===== src/rtl/cpu_pkg.sv =====
// Shared CPU package: fetch FSM state encoding
// and the default instruction-memory timeout.
package cpu_pkg;

  typedef enum logic [1:0] {
    IDLE,
    WAIT,
    DROP,
    ERR
  } fetch_state_t;

  localparam int unsigned FETCH_TIMEOUT = 255;

endpackage


===== src/rtl/fetch_timeout_ctr.sv =====
// Saturating access-timeout counter.
// Ports: clk, rst (sync, high), clr, en in; expired out.
module fetch_timeout_ctr
  import cpu_pkg::*;
#(
  parameter int unsigned TIMEOUT = FETCH_TIMEOUT
) (
  input  logic clk,
  input  logic rst,
  input  logic clr,
  input  logic en,
  output logic expired
);

  localparam int W = $clog2(TIMEOUT + 1);
  localparam logic [W-1:0] MAX  = W'(TIMEOUT);
  localparam logic [W-1:0] LAST = W'(TIMEOUT - 1);

  logic [W-1:0] cnt_q, cnt_d;

  always_comb begin
    cnt_d = cnt_q;
    if (clr)
      cnt_d = '0;
    else if (en && cnt_q != MAX)
      cnt_d = cnt_q + W'(1);
  end

  // fires on the cycle whose increment reaches TIMEOUT
  assign expired = en && (cnt_q >= LAST);

  always_ff @(posedge clk) begin
    if (rst) cnt_q <= '0;
    else     cnt_q <= cnt_d;
  end

endmodule


===== src/rtl/fetch_mem_ctrl.sv =====
// Fetch-stage instruction-memory controller.
// Ports: CLK, RST, PCF, FlushF in; StallF, InstrF,
// InstrValid, FetchErr out; Imem req/ack handshake.
module fetch_mem_ctrl
  import cpu_pkg::*;
#(
  parameter int unsigned SIZE    = 32,
  parameter int unsigned TIMEOUT = FETCH_TIMEOUT
) (
  input  logic            CLK,
  input  logic            RST,
  input  logic [SIZE-1:0] PCF,
  input  logic            FlushF,
  output logic            StallF,
  output logic [SIZE-1:0] InstrF,
  output logic            InstrValid,
  output logic            FetchErr,
  output logic            ImemReq,
  output logic [SIZE-1:0] ImemAddr,
  input  logic            ImemAck,
  input  logic [SIZE-1:0] ImemRData
);

  fetch_state_t    state_q, state_d;
  logic [SIZE-1:0] addr_q, addr_d;
  logic [SIZE-1:0] instr_q, instr_d;
  logic            valid_q, valid_d;
  logic            err_q, err_d;
  logic            ctr_clr, ctr_en, expired;

  fetch_timeout_ctr #(
    .TIMEOUT(TIMEOUT)
  ) u_ctr (
    .clk    (CLK),
    .rst    (RST),
    .clr    (ctr_clr),
    .en     (ctr_en),
    .expired(expired)
  );

  always_comb begin
    state_d = state_q;
    addr_d  = addr_q;
    instr_d = instr_q;
    valid_d = 1'b0;
    err_d   = err_q;
    ctr_clr = 1'b0;
    ctr_en  = 1'b0;
    unique case (state_q)
      IDLE: begin
        if (!FlushF) begin
          addr_d  = PCF;
          ctr_clr = 1'b1;
          state_d = WAIT;
        end
      end
      WAIT: begin
        if (ImemAck) begin
          state_d = IDLE;
          if (!FlushF) begin
            instr_d = ImemRData;
            valid_d = 1'b1;
          end
        end else begin
          ctr_en = 1'b1;
          if (expired) begin
            state_d = ERR;
            err_d   = 1'b1;
          end else if (FlushF) begin
            state_d = DROP;
          end
        end
      end
      DROP: begin
        if (ImemAck) begin
          state_d = IDLE;
        end else begin
          ctr_en = 1'b1;
          if (expired) begin
            state_d = ERR;
            err_d   = 1'b1;
          end
        end
      end
      ERR: begin
      end
    endcase
  end

  always_ff @(posedge CLK) begin
    if (RST) begin
      state_q <= IDLE;
      addr_q  <= '0;
      instr_q <= '0;
      valid_q <= 1'b0;
      err_q   <= 1'b0;
    end else begin
      state_q <= state_d;
      addr_q  <= addr_d;
      instr_q <= instr_d;
      valid_q <= valid_d;
      err_q   <= err_d;
    end
  end

  // PC may advance only on a delivered, right-path ack
  assign StallF = !((state_q == WAIT) &&
                    ImemAck && !FlushF);

  assign ImemReq    = (state_q == WAIT) ||
                      (state_q == DROP);
  assign ImemAddr   = addr_q;
  assign InstrF     = instr_q;
  assign InstrValid = valid_q;
  assign FetchErr   = err_q;

endmodule


===== config.mk =====
export PLATFORM = sky130hd
export DESIGN_NAME = fetch_mem_ctrl
export DESIGN_NICKNAME = d
export VERILOG_FILES = /design/src/rtl/cpu_pkg.sv /design/src/rtl/fetch_timeout_ctr.sv /design/src/rtl/fetch_mem_ctrl.sv
export SDC_FILE = /design/constraint.sdc
export NUM_CORES = 1
export LEC_CHECK = 0
export CORE_UTILIZATION = 44
export DETAILED_ROUTE_END_ITERATION = 12
export GPL_TIMING_DRIVEN = 0
export PLACE_DENSITY_LB_ADDON = 0.12
export SYNTH_ARGS = -nofsm -noshare
export SYNTH_HDL_FRONTEND = slang
export SYNTH_SLANG_ARGS = --single-unit

===== constraint.sdc =====
create_clock -name CLK -period 3.2 [get_ports CLK]
set_clock_uncertainty 0.05 [all_clocks]
set_input_delay 0.48 -clock CLK [delete_from_list [all_inputs] [get_ports CLK]]
set_output_delay 0.48 -clock CLK [all_outputs]
set_load 0.1 [all_outputs]

==> flow_results.org <==
** Outcome
- The flow ran to the end, and the final reports show no timing, DRC or antenna violations.

** Routing
- For this run, the detailed router's first-pass iteration total came to 4.
- First DRT Iteration DRCs :: 88
- Routed vias/inst :: 4.94
- After detailed routing, the number of remaining DRC violations is 0.
- Final antenna-violating net count :: 0
- Post-detailed-route wirelength per cell :: 13.2 um
- Total via count after detailed routing :: 2912
- The routed design has 7770 um of wire.

** Global routing
- Via count of the first global-routing pass :: 2767
- Pin count of the biggest net entering global routing :: 13
- Total overflow reported by the global router :: 0
- The first global-routing pass estimated 12600 um of wire.
- Total track usage :: 22.3%
- Initial antenna violation count :: 0

** Worst setup path
- Largest stage delay on the critical path :: 1.17 ns
- For the worst setup path, the data required time is 2.67 ns.
- The critical path goes through inv_1 -> ha_1 -> clkdlybuf4s50_1.
- The critical path is of the flop to output port type.
- Startpoint type of the worst setup path :: flop
- The cell family contributing the most delay on the critical path is buffers and inverters.
- CP Capture Type :: output port
- CP Data Arrival Time :: 2.39 ns
- The number of buffers and inverters on the critical path is 2.
- Slowest cell on the critical path :: sky130_fd_sc_hd__clkdlybuf4s50_1
- Along the worst path, the maximum fanout reaches 5.

** STA
- Slew Limit Headroom :: 32.8%
- The final-report hold violation count was 0.
- Worst Hold Margin :: 0.404 ns
- At the pin with the least slew margin, the transition time is 1.00 ns.
- Maximum clock rate :: 343 MHz
- Setup-failing EPs final :: 0
- Final critical-path share of the clock period :: 91.2%
- Setup repair after global routing left no endpoint under its margin.
- Number of max-slew violations in the final report :: 0
- Clock period minus final worst setup slack :: 2.92 ns

** Synthesis
- During synthesis, Yosys emitted a total of 0 warnings.
- After synthesis, the largest area contributor takes up 51.8% of total cell area.
- Synthesis inferred 76 register bits.
- Cell type with the highest aggregate area in the netlist :: sky130_fd_sc_hd__dfxtp_1
- In this run, distinct cell masters in the synthesized netlist total 35.
- Cells after Synth :: 363
- The synthesized netlist occupies a cell area of 2940 um^2.
- Counting every net in the synthesized netlist gives 437.
- Ranked by total cell area, the synthesized netlist is headed by sky130_fd_sc_hd__dfxtp_1 (52%), sky130_fd_sc_hd__nand2_1 (16%), sky130_fd_sc_hd__a21oi_1 (12%), sky130_fd_sc_hd__ha_1 (2.6%), sky130_fd_sc_hd__clkbuf_1 (1.9%).
- Post-synthesis area per instance :: 8.09 um^2
- Seq/Total Area, Yosys :: 51.8%

** Die
- After floorplanning, the core was sized to cover 6390 um^2.
- Vertical die dimension :: 83.7 um
- Row generation in the floorplan step produced 29 rows.
- The floorplan step defined a die boundary enclosing 7000 um^2.
- Horizontal die dimension :: 83.7 um
- Boundary Pins :: 136
- Once the floorplan was initialized, standard cells occupied 46.0% of the core.

** Clock network
- TritonCTS clock tree :: yes
- Clock-pin transition on the worst setup and hold timing paths :: 0.08 ns
- Clock tree synthesis inserted a total of 9 buffers.
- The clock passes through at most 2 buffers.
- For this design, the sink count on the clock tree is 76.
- Buffer count from post-CTS setup fixing :: 0
- The tree is rooted in a sky130_fd_sc_hd__clkbuf_8.
- Latest clock arrival within the worst-skew pair :: 0.34 ns
- H-tree levels :: 3
- After clock tree synthesis, the flow added hold-fix buffers numbering 0.

** Cells and area
- Cells with a size suffix above 1 make up 5.66% of the layout.
- The library cell used most frequently in the layout, excluding fill and tap cells, is sky130_fd_sc_hd__clkdlybuf4s50_1.
- Final instance count without filler cells :: 589
- Relative to the synthesized area, the layout overhead comes to 55.3%.
- The filler cells instantiated in the layout total 518.
- Combined area of the multi-input logic cells :: 1280 um^2
- In the layout the commonest cells are sky130_fd_sc_hd__clkdlybuf4s50_1 (133), sky130_fd_sc_hd__nand2_1 (129), sky130_fd_sc_hd__dfxtp_1 (76), sky130_fd_sc_hd__a21oi_1 (68), sky130_fd_sc_hd__clkbuf_1 (15).
- Number of diodes added for antenna fixing :: 0
- Nets :: 582
- The sequential cells in the finished layout cover a total of 1520 um^2.

** Min path
- Type of the worst min-delay path :: flop to flop

** Place
- Summed over all nets, the half-perimeter wirelength after detailed placement is 5720 um.
- GPL Wtd Cong :: 0.770
- Number of buffers added on ports :: 134
- Counting tap cells, the placed design contains a total of 574 instances.

** Power
- Power density over the cells :: 531 nW/um^2
- Switching share of power :: 35.2%
- Combinational cells account for 28.4% of the total power.
- Net load switching power :: 0.853 mW
- Power share of the clock group :: 29.4%
- Reported leakage power :: 1.64 nW
- Summing internal, switching and leakage power gives 2.42 mW.
- Across the VDD grid, the largest voltage drop is 402 uV.
- Sequential cell fraction of total power :: 42.1%
- Internal power comes to 1.57 mW.

** Flow run
- Max Cap Viol :: 0
sequential cells by signal, summed over array words and instances, names as in the netlist:
signal and count:
ImemAddr 32, InstrF 32, u_ctr.cnt_q 8, state_q 2, FetchErr 1, InstrValid 1
synthesized netlist by cell type:
library cell and number:
sky130_fd_sc_hd__nand2_1 129, sky130_fd_sc_hd__dfxtp_1 76, sky130_fd_sc_hd__a21oi_1 68, sky130_fd_sc_hd__clkbuf_1 15, sky130_fd_sc_hd__nor2_1 11, sky130_fd_sc_hd__buf_2 6
sky130_fd_sc_hd__ha_1 6, sky130_fd_sc_hd__inv_1 6, sky130_fd_sc_hd__a211oi_1 5, sky130_fd_sc_hd__xnor2_1 5, sky130_fd_sc_hd__nand2b_1 3, sky130_fd_sc_hd__nor3_1 3
sky130_fd_sc_hd__o211ai_1 3, sky130_fd_sc_hd__and2_1 2, sky130_fd_sc_hd__buf_1 2, sky130_fd_sc_hd__nand3_1 2, sky130_fd_sc_hd__nand4_1 2, sky130_fd_sc_hd__nor2b_1 2
sky130_fd_sc_hd__a2111oi_4 1, sky130_fd_sc_hd__a21o_1 1, sky130_fd_sc_hd__a311oi_1 1, sky130_fd_sc_hd__a31oi_1 1, sky130_fd_sc_hd__and4_1 1, sky130_fd_sc_hd__and4b_1 1
sky130_fd_sc_hd__buf_4 1, sky130_fd_sc_hd__buf_6 1, sky130_fd_sc_hd__clkinv_1 1, sky130_fd_sc_hd__nand4b_4 1, sky130_fd_sc_hd__nor2_2 1, sky130_fd_sc_hd__nor4b_1 1
sky130_fd_sc_hd__o21ai_0 1, sky130_fd_sc_hd__o21ba_2 1, sky130_fd_sc_hd__o21bai_1 1, sky130_fd_sc_hd__o221ai_1 1, sky130_fd_sc_hd__or4_4 1
kinds of logic after synthesis:
| logic type | Yosys count | share of synthesized area [%] |
|---|---|---|
| AOI/OAI and AO/OA | 84 | 16.4 |
| xor gates and xnor gates | 5 | 1.49 |
| adders and majority gates | 6 | 2.56 |
| buffers and inverters | 32 | 4.73 |
| DFF | 76 | 51.8 |
| and+or+nand+nor | 160 | 23.0 |
timing repair:
| item | CTS | global route |
|---|---|---|
| gates cloned | 0 | 0 |
| endpoints found under the setup margin | 1 | 1 |
| gates resized for setup | 2 | 1 |
routing by layer:
layer  up-vias  track usage (%)  share of wire [%]
met4         0             10.9                2.3
met1      1336             26.6                 43
li1       1476                -                  -
met5         -                0                  0
met2        86             38.2                 49
met3        14             4.45                5.4
path summary, 6_finish.rpt:
kind               from    endpoint  slack [ns]  depth (start not counted)
min reg2reg  InstrF[26]  InstrF[26]        0.40                          2
max          state_q[0]     ImemReq        0.28                          3
max reg2reg  state_q[0]  state_q[0]        1.24                          6
min          InstrF[26]  InstrF[26]        0.40                          2
tightest hold or removal path: cells and delay by family (launching register included):
kind               cells  cell delay [ns]
DFF                    1             0.31
AOI/OAI and AO/OA      1             0.05
and+or+nand+nor        1             0.05
power by group through the flow:
stage	Combinational [mW]	Sequential [mW]	Clock [mW]
after floorplan	0.159	1.36	0
after global placement	0.681	1.04	0
after detailed placement	0.689	1.04	0
after CTS	0.691	1.02	0.729
after global routing	0.720	1.03	0.771
final	0.688	1.02	0.712
final cells by class:
class | instances | share of cell area (%)
repair buffers | 134 | 29.3
flip-flops and latches | 76 | 33.4
well taps | 77 | 2.11
plain buffers | 25 | 2.47
clock inverters | 5 | 1.15
inverters | 7 | 0.576
multi-input cells | 255 | 28.0
clock buffers | 10 | 3.02
metrics by stage:
step                setup TNS (ns)  util [%]  worst slack, ns  cell area [um^2]
global placement            -0.219      68.5           -0.219              4370
global route                     0      71.4            0.191              4560
detailed placement          -0.237      68.5           -0.237              4370
finish                           0      71.4            0.280              4560
floorplan                        0         -            0.723              2940
CTS                              0      71.5          0.00104              4560
Note: power is estimated with default switching activity, not from simulation.
